<file path="src/rtl/assoc_wb_cache_pkg.sv">
// cache_pkg: shared FSM state type and tag-width helper for the set-associative cache
package cache_pkg;
  typedef enum logic [1:0] {IDLE, WRITEBACK, REFILL} state_t;
  function automatic int tag_w(input int addr_width, input int sets);
    return addr_width - 2 - $clog2(sets);
  endfunction
endpackage

</file>
<file path="src/rtl/assoc_wb_cache_if.sv">
// assoc_wb_cache_if: CPU request/response and memory req/ack signals of the cache
interface assoc_wb_cache_if #(
  parameter int DATA_WIDTH = 32,
  parameter int ADDR_WIDTH = 32
);
  logic                  req;
  logic                  we;
  logic [ADDR_WIDTH-1:0] addr;
  logic [DATA_WIDTH-1:0] wdata;
  logic                  ready;
  logic [DATA_WIDTH-1:0] rdata;
  logic                  hit;
  logic                  mem_req;
  logic                  mem_we;
  logic [ADDR_WIDTH-1:0] mem_addr;
  logic [DATA_WIDTH-1:0] mem_wdata;
  logic                  mem_ack;
  logic [DATA_WIDTH-1:0] mem_rdata;
  modport master (
    output req, we, addr, wdata, mem_ack, mem_rdata,
    input  ready, rdata, hit, mem_req, mem_we, mem_addr, mem_wdata
  );
  modport slave (
    input  req, we, addr, wdata, mem_ack, mem_rdata,
    output ready, rdata, hit, mem_req, mem_we, mem_addr, mem_wdata
  );
endinterface

</file>
<file path="src/rtl/assoc_wb_cache_lru_tracker.sv">
// lru_tracker: per-set true-LRU age registers and victim selection
module lru_tracker #(
  parameter  int SETS  = 4,
  parameter  int WAYS  = 2,
  localparam int SET_W = $clog2(SETS),
  localparam int WAY_W = WAYS > 1 ? $clog2(WAYS) : 1
) (
  input  logic             clk,
  input  logic             rst,
  input  logic             i_upd,
  input  logic [SET_W-1:0] i_set,
  input  logic [WAY_W-1:0] i_way,
  input  logic [SET_W-1:0] i_qset,
  input  logic [WAYS-1:0]  i_valid,
  output logic [WAY_W-1:0] o_victim
);
  if (WAYS > 1) begin : g_lru
    localparam int AGE_W = $clog2(WAYS);
    logic [AGE_W-1:0] r_age [SETS][WAYS];
    // accessed way becomes youngest, ways younger than it age by one
    always_ff @(posedge clk) begin
      if (rst) begin
        for (int s = 0; s < SETS; s++)
          for (int w = 0; w < WAYS; w++)
            r_age[s][w] <= AGE_W'(w);
      end else if (i_upd) begin
        for (int w = 0; w < WAYS; w++)
          r_age[i_set][w] <= (w == int'(i_way)) ? '0 :
                             (r_age[i_set][w] < r_age[i_set][i_way]) ? r_age[i_set][w] + 1'b1 :
                             r_age[i_set][w];
      end
    end
    // lowest invalid way wins, otherwise the oldest way
    always_comb begin
      o_victim = '0;
      for (int w = WAYS - 1; w >= 0; w--)
        if ((&i_valid) ? (r_age[i_qset][w] == AGE_W'(WAYS - 1)) : !i_valid[w])
          o_victim = WAY_W'(w);
    end
  end else begin : g_dm
    assign o_victim = '0;
  end
endmodule

</file>
<file path="src/rtl/assoc_wb_cache.sv">
// assoc_wb_cache: N-way set-associative write-back write-allocate cache with true LRU
module assoc_wb_cache
  import cache_pkg::*;
#(
  parameter int DATA_WIDTH = 32,
  parameter int ADDR_WIDTH = 32,
  parameter int SETS       = 4,
  parameter int WAYS       = 2
) (
  input logic             clk,
  input logic             rst,
  assoc_wb_cache_if.slave bus
);
  localparam int SET_W = $clog2(SETS);
  localparam int TAG_W = tag_w(ADDR_WIDTH, SETS);
  localparam int WAY_W = WAYS > 1 ? $clog2(WAYS) : 1;
  typedef struct packed {
    logic                  valid;
    logic                  dirty;
    logic [TAG_W-1:0]      tag;
    logic [DATA_WIDTH-1:0] data;
  } line_t;
  line_t            r_lines [SETS][WAYS];
  state_t           r_state, w_next;
  logic [WAY_W-1:0] r_victim, w_victim, w_hit_way;
  logic [WAYS-1:0]  w_match, w_valid;
  logic             w_hit, w_idle_hit, w_miss;
  logic [SET_W-1:0] w_set;
  logic [TAG_W-1:0] w_tag;
  logic             w_unused;
  assign w_set      = bus.addr[2+SET_W-1:2];
  assign w_tag      = bus.addr[ADDR_WIDTH-1:2+SET_W];
  assign w_unused   = &{1'b0, bus.addr[1:0]};
  assign w_idle_hit = r_state == IDLE && w_hit;
  assign w_miss     = r_state == IDLE && bus.req && !w_hit;
  // combinational tag lookup across all ways of the addressed set
  always_comb begin
    w_match   = '0;
    w_valid   = '0;
    w_hit_way = '0;
    for (int w = 0; w < WAYS; w++) begin
      w_valid[w] = r_lines[w_set][w].valid;
      w_match[w] = w_valid[w] && r_lines[w_set][w].tag == w_tag;
      if (w_match[w]) w_hit_way = WAY_W'(w);
    end
    w_hit = bus.req && |w_match;
  end
  lru_tracker #(.SETS(SETS), .WAYS(WAYS)) u_lru (
    .clk      (clk),
    .rst      (rst),
    .i_upd    (w_idle_hit),
    .i_set    (w_set),
    .i_way    (w_hit_way),
    .i_qset   (w_set),
    .i_valid  (w_valid),
    .o_victim (w_victim)
  );
  // victim is frozen at the start of a miss so write-back and refill target one way
  always_ff @(posedge clk) begin
    if (rst) r_victim <= '0;
    else if (w_miss) r_victim <= w_victim;
  end
  // miss FSM state register
  always_ff @(posedge clk) begin
    if (rst) r_state <= IDLE;
    else r_state <= w_next;
  end
  // miss FSM next state: dirty victims are written back before the refill
  always_comb begin
    w_next = r_state;
    case (r_state)
      IDLE:      w_next = w_miss ? ((r_lines[w_set][w_victim].valid && r_lines[w_set][w_victim].dirty) ? WRITEBACK : REFILL) : IDLE;
      WRITEBACK: w_next = bus.mem_ack ? REFILL : WRITEBACK;
      REFILL:    w_next = bus.mem_ack ? IDLE : REFILL;
      default:   w_next = IDLE;
    endcase
  end
  // CPU and memory outputs decoded from state and the addressed lines
  always_comb begin
    bus.ready     = w_idle_hit;
    bus.hit       = w_hit;
    bus.rdata     = (w_idle_hit && !bus.we) ? r_lines[w_set][w_hit_way].data : '0;
    bus.mem_req   = r_state != IDLE;
    bus.mem_we    = r_state == WRITEBACK;
    bus.mem_addr  = (r_state == WRITEBACK) ? {r_lines[w_set][r_victim].tag, w_set, 2'b00} :
                    (r_state == REFILL) ? {bus.addr[ADDR_WIDTH-1:2], 2'b00} : '0;
    bus.mem_wdata = (r_state == WRITEBACK) ? r_lines[w_set][r_victim].data : '0;
  end
  // line storage: store hits, write-back completion and refill completion
  always_ff @(posedge clk) begin
    if (rst) begin
      for (int s = 0; s < SETS; s++)
        for (int w = 0; w < WAYS; w++)
          r_lines[s][w] <= '0;
    end else if (w_idle_hit && bus.we) begin
      r_lines[w_set][w_hit_way].data  <= bus.wdata;
      r_lines[w_set][w_hit_way].dirty <= 1'b1;
    end else if (r_state == WRITEBACK && bus.mem_ack) begin
      r_lines[w_set][r_victim].dirty <= 1'b0;
    end else if (r_state == REFILL && bus.mem_ack) begin
      r_lines[w_set][r_victim] <= '{valid: 1'b1, dirty: 1'b0, tag: w_tag, data: bus.mem_rdata};
    end
  end
endmodule

</file>
<file path="src/flat_wrapper.sv">
// flat-port wrapper written by rule: the top's interface ports become plain ports
module assoc_wb_cache_flat import cache_pkg::*;
#(
  parameter int DATA_WIDTH = 32,
  parameter int ADDR_WIDTH = 32,
  parameter int SETS       = 4,
  parameter int WAYS       = 2
)
  (clk, rst, bus_req, bus_we, bus_addr, bus_wdata, bus_mem_ack, bus_mem_rdata, bus_ready, bus_rdata, bus_hit, bus_mem_req, bus_mem_we, bus_mem_addr, bus_mem_wdata);
  assoc_wb_cache_if #(.DATA_WIDTH(DATA_WIDTH), .ADDR_WIDTH(ADDR_WIDTH)) bus_i ();
  input logic clk;
  input logic rst;
  input wire logic [$bits(bus_i.req)-1:0] bus_req;
  input wire logic [$bits(bus_i.we)-1:0] bus_we;
  input wire logic [$bits(bus_i.addr)-1:0] bus_addr;
  input wire logic [$bits(bus_i.wdata)-1:0] bus_wdata;
  input wire logic [$bits(bus_i.mem_ack)-1:0] bus_mem_ack;
  input wire logic [$bits(bus_i.mem_rdata)-1:0] bus_mem_rdata;
  output wire logic [$bits(bus_i.ready)-1:0] bus_ready;
  output wire logic [$bits(bus_i.rdata)-1:0] bus_rdata;
  output wire logic [$bits(bus_i.hit)-1:0] bus_hit;
  output wire logic [$bits(bus_i.mem_req)-1:0] bus_mem_req;
  output wire logic [$bits(bus_i.mem_we)-1:0] bus_mem_we;
  output wire logic [$bits(bus_i.mem_addr)-1:0] bus_mem_addr;
  output wire logic [$bits(bus_i.mem_wdata)-1:0] bus_mem_wdata;
  assign bus_i.req = bus_req;
  assign bus_i.we = bus_we;
  assign bus_i.addr = bus_addr;
  assign bus_i.wdata = bus_wdata;
  assign bus_i.mem_ack = bus_mem_ack;
  assign bus_i.mem_rdata = bus_mem_rdata;
  assign bus_ready = bus_i.ready;
  assign bus_rdata = bus_i.rdata;
  assign bus_hit = bus_i.hit;
  assign bus_mem_req = bus_i.mem_req;
  assign bus_mem_we = bus_i.mem_we;
  assign bus_mem_addr = bus_i.mem_addr;
  assign bus_mem_wdata = bus_i.mem_wdata;
  assoc_wb_cache #(.DATA_WIDTH(DATA_WIDTH), .ADDR_WIDTH(ADDR_WIDTH), .SETS(SETS), .WAYS(WAYS)) u_core (.clk(clk), .rst(rst), .bus(bus_i));
endmodule
</file>
<file path="config.mk">
export PLATFORM = sky130hd
export DESIGN_NAME = assoc_wb_cache_flat
export DESIGN_NICKNAME = d
export VERILOG_FILES = /design/src/rtl/assoc_wb_cache_pkg.sv /design/src/rtl/assoc_wb_cache_if.sv /design/src/rtl/assoc_wb_cache_lru_tracker.sv /design/src/rtl/assoc_wb_cache.sv /design/src/flat_wrapper.sv
export SDC_FILE = /design/constraint.sdc
export NUM_CORES = 1
export LEC_CHECK = 0
export BUFFER_PORTS_ARGS = -buffer_cell sky130_fd_sc_hd__buf_2
export CORE_UTILIZATION = 61
export DETAILED_ROUTE_END_ITERATION = 12
export GPL_ROUTABILITY_DRIVEN = 0
export PLACE_DENSITY = 0.81
export SLEW_MARGIN = 10
export SYNTH_ARGS = -nofsm -noshare
export SYNTH_HDL_FRONTEND = slang
export SYNTH_HIERARCHICAL = 1
export SYNTH_SLANG_ARGS = --single-unit
</file>
<file path="constraint.sdc">
create_clock -name clk -period 9.2 [get_ports clk]
set_input_delay 1.84 -clock clk [delete_from_list [all_inputs] [get_ports clk]]
set_output_delay 1.84 -clock clk [all_outputs]
set_load 0.05 [all_outputs]
</file>
* Yosys cells after proc, flatten, opt, wreduce, memory -nomap -nowiden *
Memories as Yosys holds them, arrays and structs flattened.
Index checks and enable logic that the tools add are counted.

cells by class
  mux-type cells = 434
  bitwise gates (word level) = 375
  shift operators = 0
  reductions and logical operators = 23
  $lt $le $gt $ge = 7
  divide/modulo/power cells = 0
  equal/unequal tests = 4
  multipliers = 0
  add/subtract/negate cells = 2

operators by type and width
  cell                                                                          count
  124-bit 2-to-1 mux                                                            6
  1-bit 2-to-1 mux                                                              399
  1-bit bitwise OR                                                              372
  32-bit 2-to-1 mux                                                             8
  62-bit demux with 1-bit select                                                4
  62-bit 2-to-1 mux                                                             4
  60-bit 2-to-1 mux                                                             3
  124-bit OR reduction                                                          1
  61-bit 2-to-1 mux                                                             2
  28-bit == test                                                                2
  2-bit 2-to-1 mux                                                              7
  1-bit logical AND                                                             13
  2-bit greater-or-equal comparator, second input constant                      3
  1-bit NOT with 2-bit output                                                   3
  2-bit case mux with 3 select lines                                            1
  1-bit zero test                                                               4
  2-bit by 1-bit less-than comparator with 1-bit output, second input constant  2
  2-bit OR reduction                                                            2
  1-bit adder, second input constant                                            2
  2-bit by 1-bit == test with 1-bit output, second input constant               1
  2-bit == test, second input constant                                          1
  2-bit zero test                                                               1
  1-bit less-than comparator                                                    2
  2-bit AND reduction                                                           1
  2-bit nonzero test                                                            1

word-level totals
  register bits after elaboration = 3
  memories kept = 2
  bits in latches = 0
  output and inout bits = 100
  RAM bits = 504
  ROM bits = 0

memories
  memory                    depth  bits a word  rd ports  clocked after memory_dff  write ports  line                              RTL
  u_core.r_lines            4      124          1         0                         4            assoc_wb_cache.sv:23              line_t r_lines [SETS][WAYS];
  u_core.u_lru.g_lru.r_age  4      2            1         0                         4            assoc_wb_cache_lru_tracker.sv:19  logic [AGE_W-1:0] r_age [SETS][WAYS];

* Longest topological paths before layout *
Gate-level depths: netlist of the first run.
An unclocked memory read counts as a cell.

  word-level depth = 15
  gate-level depth with buffers = 15

* By module *
Netlist of the first run, hierarchy kept.

by module, submodules not included
  module          seq. area each (um^2)  instances  cells an instance  area each (um^2)
  assoc_wb_cache  14874.3                1          1848               24732.5
  lru_tracker     230.2                  1          40                 434.2

* Worst setup path after synthesis of the first run *
OpenSTA, ideal clock, no wires.

  path type = input -> register
  start point = input bus_addr[2]
  end point = memory u_core/r_lines[3][62] in the netlist's numbering, enable pin
  cell stages on the path = 10
  required time = 8.809 ns
  path slack = 2.061 ns
  arrival = 6.749 ns
  cells stage by stage = buf_6 -> buf_6 -> buf_2 -> buf_2 -> buf_1 -> buf_1 -> buf_2 -> nand2_1 -> o21ai_0 -> or2_1

RTL lines
  element          line                  RTL
  start, declared  flat_wrapper.sv:15    input wire logic [$bits(bus_i.addr)-1:0] bus_addr;
  end, declared    assoc_wb_cache.sv:23

* Final worst setup path of the first run *
  start point = input bus_addr[3]
  end point = output bus_rdata[23]

between the ends
  cells in the longest elaborated chain, start to end = 9
  elaborated cells on any way between the ends = 15
  classes of those cells = eq/ne: 2; mux: 5; bitwise: 1; reduce/logical: 6; memory: 1

RTL lines
  element                                                line                  RTL
  memory 4 x 124 bit (*)                                 n/a
  28-bit == test                                         assoc_wb_cache.sv:43  w_match[w] = w_valid[w] && r_lines[w_set][w].tag == w_tag;
  1-bit logical AND                                      assoc_wb_cache.sv:43
  1-bit 2-to-1 mux                                       assoc_wb_cache.sv:44  if (w_match[w]) w_hit_way = WAY_W'(w);
  1-bit NOT with 2-bit output (implied by the code)      assoc_wb_cache.sv:82  bus.rdata = (w_idle_hit && !bus.we) ? r_lines[w_set][w_hit_way].data : '0;
  32-bit 2-to-1 mux (implied by the code) (3 in series)  assoc_wb_cache.sv:82
  32-bit 2-to-1 mux (*)                                  assoc_wb_cache.sv:82
  end, declared                                          flat_wrapper.sv:20    output wire logic [$bits(bus_i.rdata)-1:0] bus_rdata;

Every way passes the cells marked *; elsewhere a longest branch is shown, timed or not. The select of a mux whose other input is x is not followed.

==> run metrics, run 1 <==
status finished clean; final hold vios 0; data arrival time of the critical path 6150 ps; achievable clock frequency 0.125 GHz; Max-Slew Margin vs Limit 17.9%; Avg Cell Area, Syn 13.3 µm²; total CTS buffers 51; final slew viol count 0; global-route wire length before repair 102,000 µm; register share of total power 51.4%; vertical die dimension 205 µm; Die Outline Area 42,100 µm²; Syn. warnings 6; utilization after layout 68.9%; Data required, critical path 7360 ps; worst slew pin tran 1220 ps; power density cells 183 nW/µm²; synthesized flop and latch total 507; worst skew pair latency 600 ps; Cells after Synth 1,888; Most Frequent Cell on Critical Path buf_4; Post-synth EDFFs 495; CTS tree built; LEAKAGE 10.5 nW; port buffer count 196; leading cell types by total area after synthesis edfxtp_1 (59%), mux4_2 (9.8%), mux2i_1 (7.9%), and3_1 (4.4%), nor3_1 (3.4%); fraction of final layout cells sized beyond drive strength 1 22.8%; post-placement worst setup slack 1390 ps; Placed Cells incl. Taps 2,473; path type of the worst min-delay path flip-flop to flip-flop; core outline area 40,700 µm²; crit path cell chain clkbuf_8 > buf_4 > mux2i_1 > o22ai_1 > nor4b_1 > o211a_1 > nand4_1 > a211o_1 > buf_4 > nor2_1 > buf_2; aggregate global-route resource usage 33.0%; first drt pass iteration count 6; proportion of synthesized flip-flops having asynchronous set or reset 0%; Internal Dissipation 0.00390 W; Worst setup EP type primary output; Synth area leader edfxtp_1; Sinks on Clock Net 507; cell with the biggest individual delay on the critical path mux2i_1; Total Negative Setup Slacks 0 ps; Reg2Reg Setup Slack 4230 ps; remaining global-route overflow 0; CTS H-Tree Depth 2; worst clock skew 27.3 ps; Min Clock Period, post-route 7990 ps; vias in the first global route 17,300; kind of cell adding the most delay to the critical path buffers and inverters; post-CTS setup buffer count 0; switching part of the total 24.0%; number of nets with antenna violations after detailed routing 0; category of the most critical setup path primary input to primary output; largest stage delay on the critical path 570 ps; ratio of routed vias to standard cells 6.80; Starting DRT DRC Count 2,309; initial antenna violation count 2; floorplan row count 74; unrepaired setup endpoints after global routing false; post-detailed-routing wire length 68,700 µm; synthesized cell area 25,200 µm²; share of synthesized area occupied by flip-flops and latches 60.0%; combinational share of power 10.0%; number of nets in the layout 2,095; maximum number of pins on one net before global-route repair 117; crit path buf inv count 4; area growth from synthesis to layout 11.5%; average detailed-routed wire length per instance 26.8 µm; Synth cell types 63; Final Worst Setup Slack 1210 ps; starting utilization of the core area 61.8%; DRC violation count after routing 0; Clock Power Share 38.6%; floorplan die width 205 µm; half-perimeter wire length after placement 39,600 µm; Hold-fix buffers, CTS 0; final worst hold slack 482 ps; cts repair resizes 0; filler-free cell count of the finished design 2,569; biggest fanout along the worst timing path 72; count of endpoints failing setup in the final report 0; period utilization 86.8%; via count 17,500; CP Launch Type primary input; power dissipated by switching net loads 0.00123 W; clock tree buffer depth 3; root buffer cell clkbuf_16; share of the synthesized area in the top cell type 59.1%; worst ir drop on vdd 0.000152 V; predominant post-synthesis flop cell edfxtp_1; top-level port count 201; clock-pin slew on the worst setup and hold paths 60 ps; max-capacitance violation count 0; number of fillers in the final layout 2,773
worst paths after layout:
kind / from / to / cells after the start
hold / removal: u_core/r_lines[0][61] / u_core/r_lines[0][61] / 2
hold reg to reg: u_core/r_lines[0][61] / u_core/r_lines[0][61] / 2
setup / recovery: bus_addr[3] / bus_rdata[23] / 11
setup reg to reg: u_core/r_lines[3][55] / u_core/r_lines[1][28] / 10
power by group through the flow:
stage / logic [W] / clock network [W] / registers [W]
after floorplan: 0.000337 / 0 / 0.00268
after global placement: 0.000493 / 0 / 0.00268
after detailed placement: 0.000501 / 0 / 0.00269
after CTS: 0.000505 / 0.00199 / 0.00264
after global routing: 0.000538 / 0.00207 / 0.00264
final: 0.000512 / 0.00198 / 0.00264
cell type report:
| class | count | area [µm²] | share of cell area [%] |
|---|---|---|---|
| diodes | 5 | 12.5 | 0.0446 |
| inverters | 18 | 67.6 | 0.241 |
| repair buffers | 244 | 1360 | 4.84 |
| flip-flops and latches | 507 | 15100 | 53.8 |
| well taps | 532 | 666 | 2.37 |
| clock inverters | 25 | 206 | 0.735 |
| multi-input cells | 1172 | 9300 | 33.1 |
| clock buffers | 66 | 1350 | 4.82 |
stage by stage:
stage / total power [W] / instance area [µm²]
4_1_cts: 0.00513 / 28100
3_3_place_gp: 0.00317 / 26500
6_report: 0.00513 / 28100
3_5_place_dp: 0.00319 / 26500
5_1_grt: 0.00525 / 28100
2_1_floorplan: 0.00302 / 25200
cells in the final DEF, fill, tap and decap left out, types with 13 or more instances in the layout:
cell       netlist  routed
mux4_2         110     110
a21oi_1         13      13
nor2_1         220     216
clkinv_1         3      15
o22ai_1         19      19
inv_1           14      14
clkbuf_16        0      52
nor3_1         171     170
and3_1         179     179
clkbuf_1       131      14
o21ai_0         40      33
buf_2           34     194
edfxtp_1       495     495
buf_4            9      48
xnor2_1         26      26
mux2i_1        199     199
nand2_1         50      48
cell families (layout without fill, tap and decap cells):
logic type | Yosys count | count (layout) | synth area share (%)
other | 1 | 7 | 0.0149
buffers and inverters | 210 | 353 | 3.50
DFF | 507 | 507 | 60.0
AOI/OAI and AO/OA | 134 | 134 | 3.54
muxes | 318 | 318 | 18.2
and+or+nand+nor | 681 | 681 | 13.5
xor gates and xnor gates | 37 | 37 | 1.29
tightest hold or removal path, cell delays in order, from the launching register on:
cell and delay [ps]:
dfxtp_1 310, inv_1 40, o21ai_0 80
cell usage after synthesis, types with 7 or more instances:
library cell,instances
mux2i_1,199
a21oi_1,13
nor4_1,11
buf_2,34
nor2_1,220
xnor2_1,26
dfxtp_1,12
clkbuf_1,131
mux4_2,110
a22o_1,10
inv_1,14
buf_1,15
nand2_1,50
mux2_2,9
buf_4,9
edfxtp_1,495
and3_1,179
o22ai_1,19
nand4_1,7
o21ai_0,40
nor3_1,171
xor2_1,11
flip-flops by register name, indices dropped and copies added (netlist names):
register                  count
u_core/r_lines              496
u_core/u_lru/g_lru.r_age      8
u_core/r_state                2
u_core/r_victim               1
per-layer routing:
metal | track usage [%] | up-vias | routed length, µm
met1 | 43.1 | 8637 | 24900
met3 | 6.81 | 190 | 7590
met2 | 53.4 | 1196 | 33600
met4 | 15.0 | 2 | 2670
met5 | 0 | - | 13
li1 | - | 7433 | -
Power figures use the tool's default switching activity.
==> run 2, diff against run 1 <==
Settings changed: CELL_PAD_IN_SITES_DETAIL_PLACEMENT from default to 0, CELL_PAD_IN_SITES_GLOBAL_PLACEMENT from default to 1, CORE_UTILIZATION 61 to 50, PLACE_DENSITY 0.81 to default, PLACE_DENSITY_LB_ADDON from default to 0.1.
==> run 2 against run 1 <==
  * Count of clock-buffer cells in the layout down 4
  * Critical endpoint is now bus_rdata[17]
  * Largest cell class unchanged
  * Fmax down 0.48%
  * Clock power up 7%
  * Critical path depth unchanged
==> run metrics, run 2 (same netlist as run 1, synthesis figures left out) <==
count of endpoints failing setup in the final report 0 (unchanged); power density cells 185 nW/µm² (+1.5%); combinational share of power 10.0% (about the same); period utilization 87.2% (+0.42 points); starting utilization of the core area 51.1% (-11 points); number of nets with antenna violations after detailed routing 0 (unchanged); initial antenna violation count 2 (unchanged); floorplan die width 226 µm (+10%); Max-Slew Margin vs Limit 20.1% (+2.2 points); timing startpoint of the critical path bus_addr[2]; Internal Dissipation 0.00399 W (+2.4%); worst ir drop on vdd 0.000163 V (+7.6%); largest registers u_core/r_lines (496), u_core/u_lru/g_lru.r_age (8), u_core/r_state (2); data arrival time of the critical path 6190 ps (+40 ps); maximum number of pins on one net before global-route repair 128 (+9.4%); crit path buf inv count 3 (-1); CTS H-Tree Depth 2 (unchanged); port buffer count 196 (unchanged); category of the most critical setup path primary input to primary output; switching part of the total 24.4% (+0.38 points); first drt pass iteration count 5 (-1); global-route wire length before repair 107,000 µm (+4.6%); final slew viol count 0 (unchanged); number of nets in the layout 2,107 (+0.57%); biggest fanout along the worst timing path 35 (-51%); Clock Power Share 40.0% (+1.4 points); DRC violation count after routing 0 (unchanged); post-placement worst setup slack 1230 ps (-157 ps); path type of the worst min-delay path flip-flop to flip-flop; Worst R2R Start u_core/r_lines[3][41]; kind of cell adding the most delay to the critical path simple AND/OR/NAND/NOR gates; worst slew pin tran 1170 ps (-56.4 ps); floorplan row count 81 (+9.5%); root buffer cell clkbuf_16; achievable clock frequency 0.125 GHz (-0.48%); Min Clock Period, post-route 8030 ps (+38.9 ps); fraction of final layout cells sized beyond drive strength 1 23.4% (+0.61 points); cell depth of the worst min-delay path 2 (unchanged); flip-flop count of the largest register after layout 496 (unchanged); Sinks on Clock Net 507 (unchanged); aggregate global-route resource usage 28.7% (-4.2 points); max-capacitance violation count 0 (unchanged); CTS tree built; cell with the biggest individual delay on the critical path nor4_1; min-delay src u_core/r_lines[0][61]; post-detailed-routing wire length 73,300 µm (+6.7%); CP Launch Type primary input; clock tree buffer depth 3 (unchanged); cts repair resizes 0 (unchanged); LEAKAGE 10.6 nW (+1.2%); half-perimeter wire length after placement 42,200 µm (+6.5%); crit path cell chain clkbuf_8 > mux4_2 > xnor2_1 > nand4_1 > nor4_1 > or4b_1 > or3_1 > a211o_1 > buf_4 > nor2_1 > buf_2; vertical die dimension 226 µm (+10%); Starting DRT DRC Count 1,776 (-23%); most used cells in the layout excluding fill and tap cells edfxtp_1 (495), nor2_1 (216), mux2i_1 (199); largest stage delay on the critical path 610 ps (+40 ps); via count 17,100 (-2.1%); most common cell after layout, fill and taps aside edfxtp_1; Worst setup EP type primary output; worst skew pair latency 620 ps (+20 ps); core outline area 49,300 µm² (+21%); final hold vios 0 (unchanged); register share of total power 49.9% (-1.5 points); power dissipated by switching net loads 0.00129 W (+4.6%); post-CTS setup buffer count 0 (unchanged); Data required, critical path 7360 ps (about the same); average detailed-routed wire length per instance 27.0 µm (+1.1%); top-level port count 201 (unchanged); status finished clean; total CTS buffers 54 (+5.9%); remaining global-route overflow 0 (unchanged); Hold-fix buffers, CTS 0 (unchanged); logic depth of the worst setup path including buffers 11 (unchanged); ratio of routed vias to standard cells 6.30 (-7.3%); worst clock skew 21.4 ps (-5.92 ps); clock-pin slew on the worst setup and hold paths 60 ps (about the same); unrepaired setup endpoints after global routing false; Final Worst Setup Slack 1170 ps (-38.9 ps); Die Outline Area 51,200 µm² (+22%); Worst R2R Path Depth 10 (unchanged); area growth from synthesis to layout 13.1%; most flop-heavy register u_core/r_lines; Total Negative Setup Slacks 0 ps (unchanged); vias in the first global route 16,800 (-3.3%); Design Power 0.00528 W (+2.9%)
run 2: tightest hold or removal path: cells and delay by family, from the launching register on:
kind | cells | cell delay [ps]
flip-flops | 1 | 310
buffers and inverters | 1 | 40
AO/OA/AOI/OAI | 1 | 70
run 2: area by class of cell:
cell class,instances,area (µm²)
Sequential cell,507,15100
Clock buffer,62,1380
Clock inverter,35,299
Timing Repair Buffer,253,1440
Tap cell,664,831
Multi-Input combinational cell,1172,9340
Fill cell,4107,20800
Antenna cell,1,2.50
Inverter,18,67.6
run 2: worst paths after layout:
check	endpoint	slack [ps]
hold reg to reg	u_core/r_lines[0][61]	470
setup reg to reg	u_core/r_lines[3][0]	4560
hold / removal	u_core/r_lines[0][61]	470
setup / recovery	bus_rdata[17]	1170
run 2: metal layers:
layer  global-route usage [%]  vias to the layer above  part of all wire, %
met5                        0                        -                0.040
met2                     45.9                      752                   47
met4                     7.19                        4                  2.1
li1                         -                     7462                    -
met3                     5.21                      104                  8.1
met1                     40.8                     8763                   42
run 2: stage by stage:
stage	hold WS (ps)	cell area, µm²	util (%)	std cells
2_1_floorplan	442	25200	-	1889
3_3_place_gp	456	26800	54.4	2614
3_5_place_dp	459	26800	54.4	2614
4_1_cts	477	28500	57.8	2711
5_1_grt	498	28500	57.8	2712
6_report	472	28500	57.8	2712
run 2: power by group through the flow:
stage / logic [W] / clock network, W / registers, W
2_1_floorplan: 0.000337 / 0 / 0.00268
3_3_place_gp: 0.000523 / 0 / 0.00268
3_5_place_dp: 0.000527 / 0 / 0.00268
4_1_cts: 0.000528 / 0.00214 / 0.00264
5_1_grt: 0.000559 / 0.00222 / 0.00264
6_report: 0.000530 / 0.00211 / 0.00264
==> run 3, diff against run 2 <==
Settings changed: CORE_MARGIN from default to 5, PLACE_DENSITY from default to 0.88, PLACE_DENSITY_LB_ADDON 0.1 to default.
==> run 3 against run 2 <==
  * Clock power grew 2%
  * Sequential cell count did not move
  * Global-route usage is 3.5 points lower
  * Largest power group unchanged
  * Critical endpoint is now bus_rdata[11]
  * Fmax fell by 1.6%
  * Cell area decreased by 0.11%
  * First-iteration DRC count up 20%
  * Hold slack improved by 7.4 ps
  * Die area rose by 7.2%
  * Count of clock-buffer cells in the layout unchanged
==> run metrics, run 3 (same netlist as run 1, synthesis figures left out) <==
CTS tree built; worst slew pin tran 1280 ps (+111 ps); register share of total power 49.7% (-0.2 points); total CTS buffers 53 (-1.9%); unrepaired setup endpoints after global routing false; area growth from synthesis to layout 13.0%; root buffer cell clkbuf_16; status finished clean; max-capacitance violation count 0 (unchanged); half-perimeter wire length after placement 41,600 µm (-1.5%); CP Launch Type primary input; CTS H-Tree Depth 2 (unchanged); data arrival time of the critical path 6320 ps (+130 ps); average detailed-routed wire length per instance 26.0 µm (-4.0%); crit path cell chain clkbuf_8 > mux4_2 > xnor2_1 > nand4_1 > nor4_1 > or4b_1 > or3_1 > a211o_1 > buf_4 > nor2_1 > buf_2; period utilization 88.7% (+1.4 points); floorplan row count 82 (+1.2%); worst skew pair latency 620 ps (about the same); vias in the first global route 17,200 (+2.4%); clock-pin slew on the worst setup and hold paths 60 ps (about the same); Starting DRT DRC Count 2,138 (+20%); Sinks on Clock Net 507 (unchanged); global-route wire length before repair 105,000 µm (-2.4%); power density cells 186 nW/µm² (+0.54%); port buffer count 196 (unchanged); via count 17,200 (+0.70%); Total Negative Setup Slacks 0 ps (unchanged); Min Clock Period, post-route 8160 ps (+130 ps); starting utilization of the core area 50.4% (-0.73 points); biggest fanout along the worst timing path 58 (+66%); Data required, critical path 7360 ps (about the same); maximum number of pins on one net before global-route repair 129 (+0.78%); aggregate global-route resource usage 25.2% (-3.5 points); number of nets in the layout 2,096 (-0.52%); vertical die dimension 234 µm (+3.5%); achievable clock frequency 0.123 GHz (-1.6%); most flop-heavy register u_core/r_lines; crit path buf inv count 3 (unchanged); largest registers u_core/r_lines (496), u_core/u_lru/g_lru.r_age (8), u_core/r_state (2); utilization after layout 56.9% (-0.88 points); final hold vios 0 (unchanged); LEAKAGE 10.6 nW (-0.29%); initial antenna violation count 6 (+4); Design Power 0.00530 W (+0.43%); ratio of routed vias to standard cells 6.33 (+0.51%); number of nets with antenna violations after detailed routing 0 (unchanged); Max-Slew Margin vs Limit 14.7% (-5.4 points); post-CTS setup buffer count 0 (unchanged); largest stage delay on the critical path 630 ps (+20 ps); most common cell after layout, fill and taps aside edfxtp_1; Die Outline Area 54,900 µm² (+7.2%); Clock Power Share 40.5% (+0.5 points); core outline area 50,000 µm² (+1.4%); worst ir drop on vdd 0.000166 V (+1.9%); count of endpoints failing setup in the final report 0 (unchanged); floorplan die width 234 µm (+3.5%); power dissipated by switching net loads 0.00128 W (-0.85%); worst clock skew 29.0 ps (+7.57 ps); combinational share of power 9.8% (-0.2 points); kind of cell adding the most delay to the critical path simple AND/OR/NAND/NOR gates; Internal Dissipation 0.00403 W (+0.85%); path type of the worst min-delay path flip-flop to flip-flop; top-level port count 201 (unchanged); fraction of final layout cells sized beyond drive strength 1 23.3% (-0.10 points); first drt pass iteration count 8 (+3); flip-flop count of the largest register after layout 496 (unchanged); DRC violation count after routing 0 (unchanged); category of the most critical setup path primary input to primary output; remaining global-route overflow 0 (unchanged); cell with the biggest individual delay on the critical path mux4_2; clock tree buffer depth 3 (unchanged); Hold-fix buffers, CTS 0 (unchanged); post-detailed-routing wire length 70,500 µm (-3.8%); cts repair resizes 0 (unchanged); switching part of the total 24.1% (-0.31 points); final slew viol count 0 (unchanged); most used cells in the layout excluding fill and tap cells edfxtp_1 (495), nor2_1 (216), mux2i_1 (199); Worst setup EP type primary output
run 3: power groups by stage:
stage          registers (W)  clock network [W]  logic, W
2_1_floorplan        0.00268                  0  0.000337
3_3_place_gp         0.00268                  0  0.000506
3_5_place_dp         0.00268                  0  0.000512
4_1_cts              0.00264            0.00217  0.000515
5_1_grt              0.00264            0.00227  0.000545
6_report             0.00264            0.00215  0.000519
run 3: per-stage QoR:
stage | cells | hold slack [ps] | instance area (µm²) | setup WS [ps]
2_1_floorplan | 1889 | 442 | 25200 | 2060
3_3_place_gp | 2612 | 457 | 26700 | 1160
3_5_place_dp | 2612 | 467 | 26700 | 1140
4_1_cts | 2711 | 482 | 28400 | 1140
5_1_grt | 2713 | 500 | 28400 | 940
6_report | 2717 | 479 | 28400 | 1040
run 3: per-layer routing:
| metal | share of wire [%] | global-route usage [%] | vias to the layer above | routed length, µm |
|---|---|---|---|---|
| met3 | 10 | 4.69 | 134 | 7270 |
| met4 | 2.8 | 7.63 | 2 | 1950 |
| li1 | - | - | 7453 | - |
| met1 | 37 | 33.9 | 8608 | 26300 |
| met5 | 0.028 | 0 | - | 20 |
| met2 | 50 | 42.3 | 1007 | 35000 |
run 3: area by class of cell:
type / count / area (µm²)
fill: 3976 / 21500
sequential: 507 / 15100
multi-input combinational: 1172 / 9300
clock buffer: 62 / 1380
timing repair buffer: 243 / 1370
tap: 672 / 841
clock inverter: 37 / 358
inverter: 18 / 67.6
antenna: 6 / 15.0
run 3: final timing paths:
| kind | slack, ps | startpoint | cells after the start | end |
|---|---|---|---|---|
| max | 1040 | bus_addr[2] | 11 | bus_rdata[11] |
| min | 480 | u_core/r_lines[0][123] | 1 | u_core/r_lines[0][123] |
| max reg2reg | 4010 | u_core/r_lines[3][45] | 10 | u_core/r_lines[2][30] |
| min reg2reg | 480 | u_core/r_lines[0][123] | 1 | u_core/r_lines[0][123] |
run 3: worst register-to-register path, stage by stage (launching register included):
cell	delay, ps
edfxtp_1	350
mux4_2	510
xnor2_1	260
nand4_1	240
nor4_1	480
or4b_1	530
nor4_2	750
o21ai_2	80
buf_4	320
nand2_1	830
buf_4	470
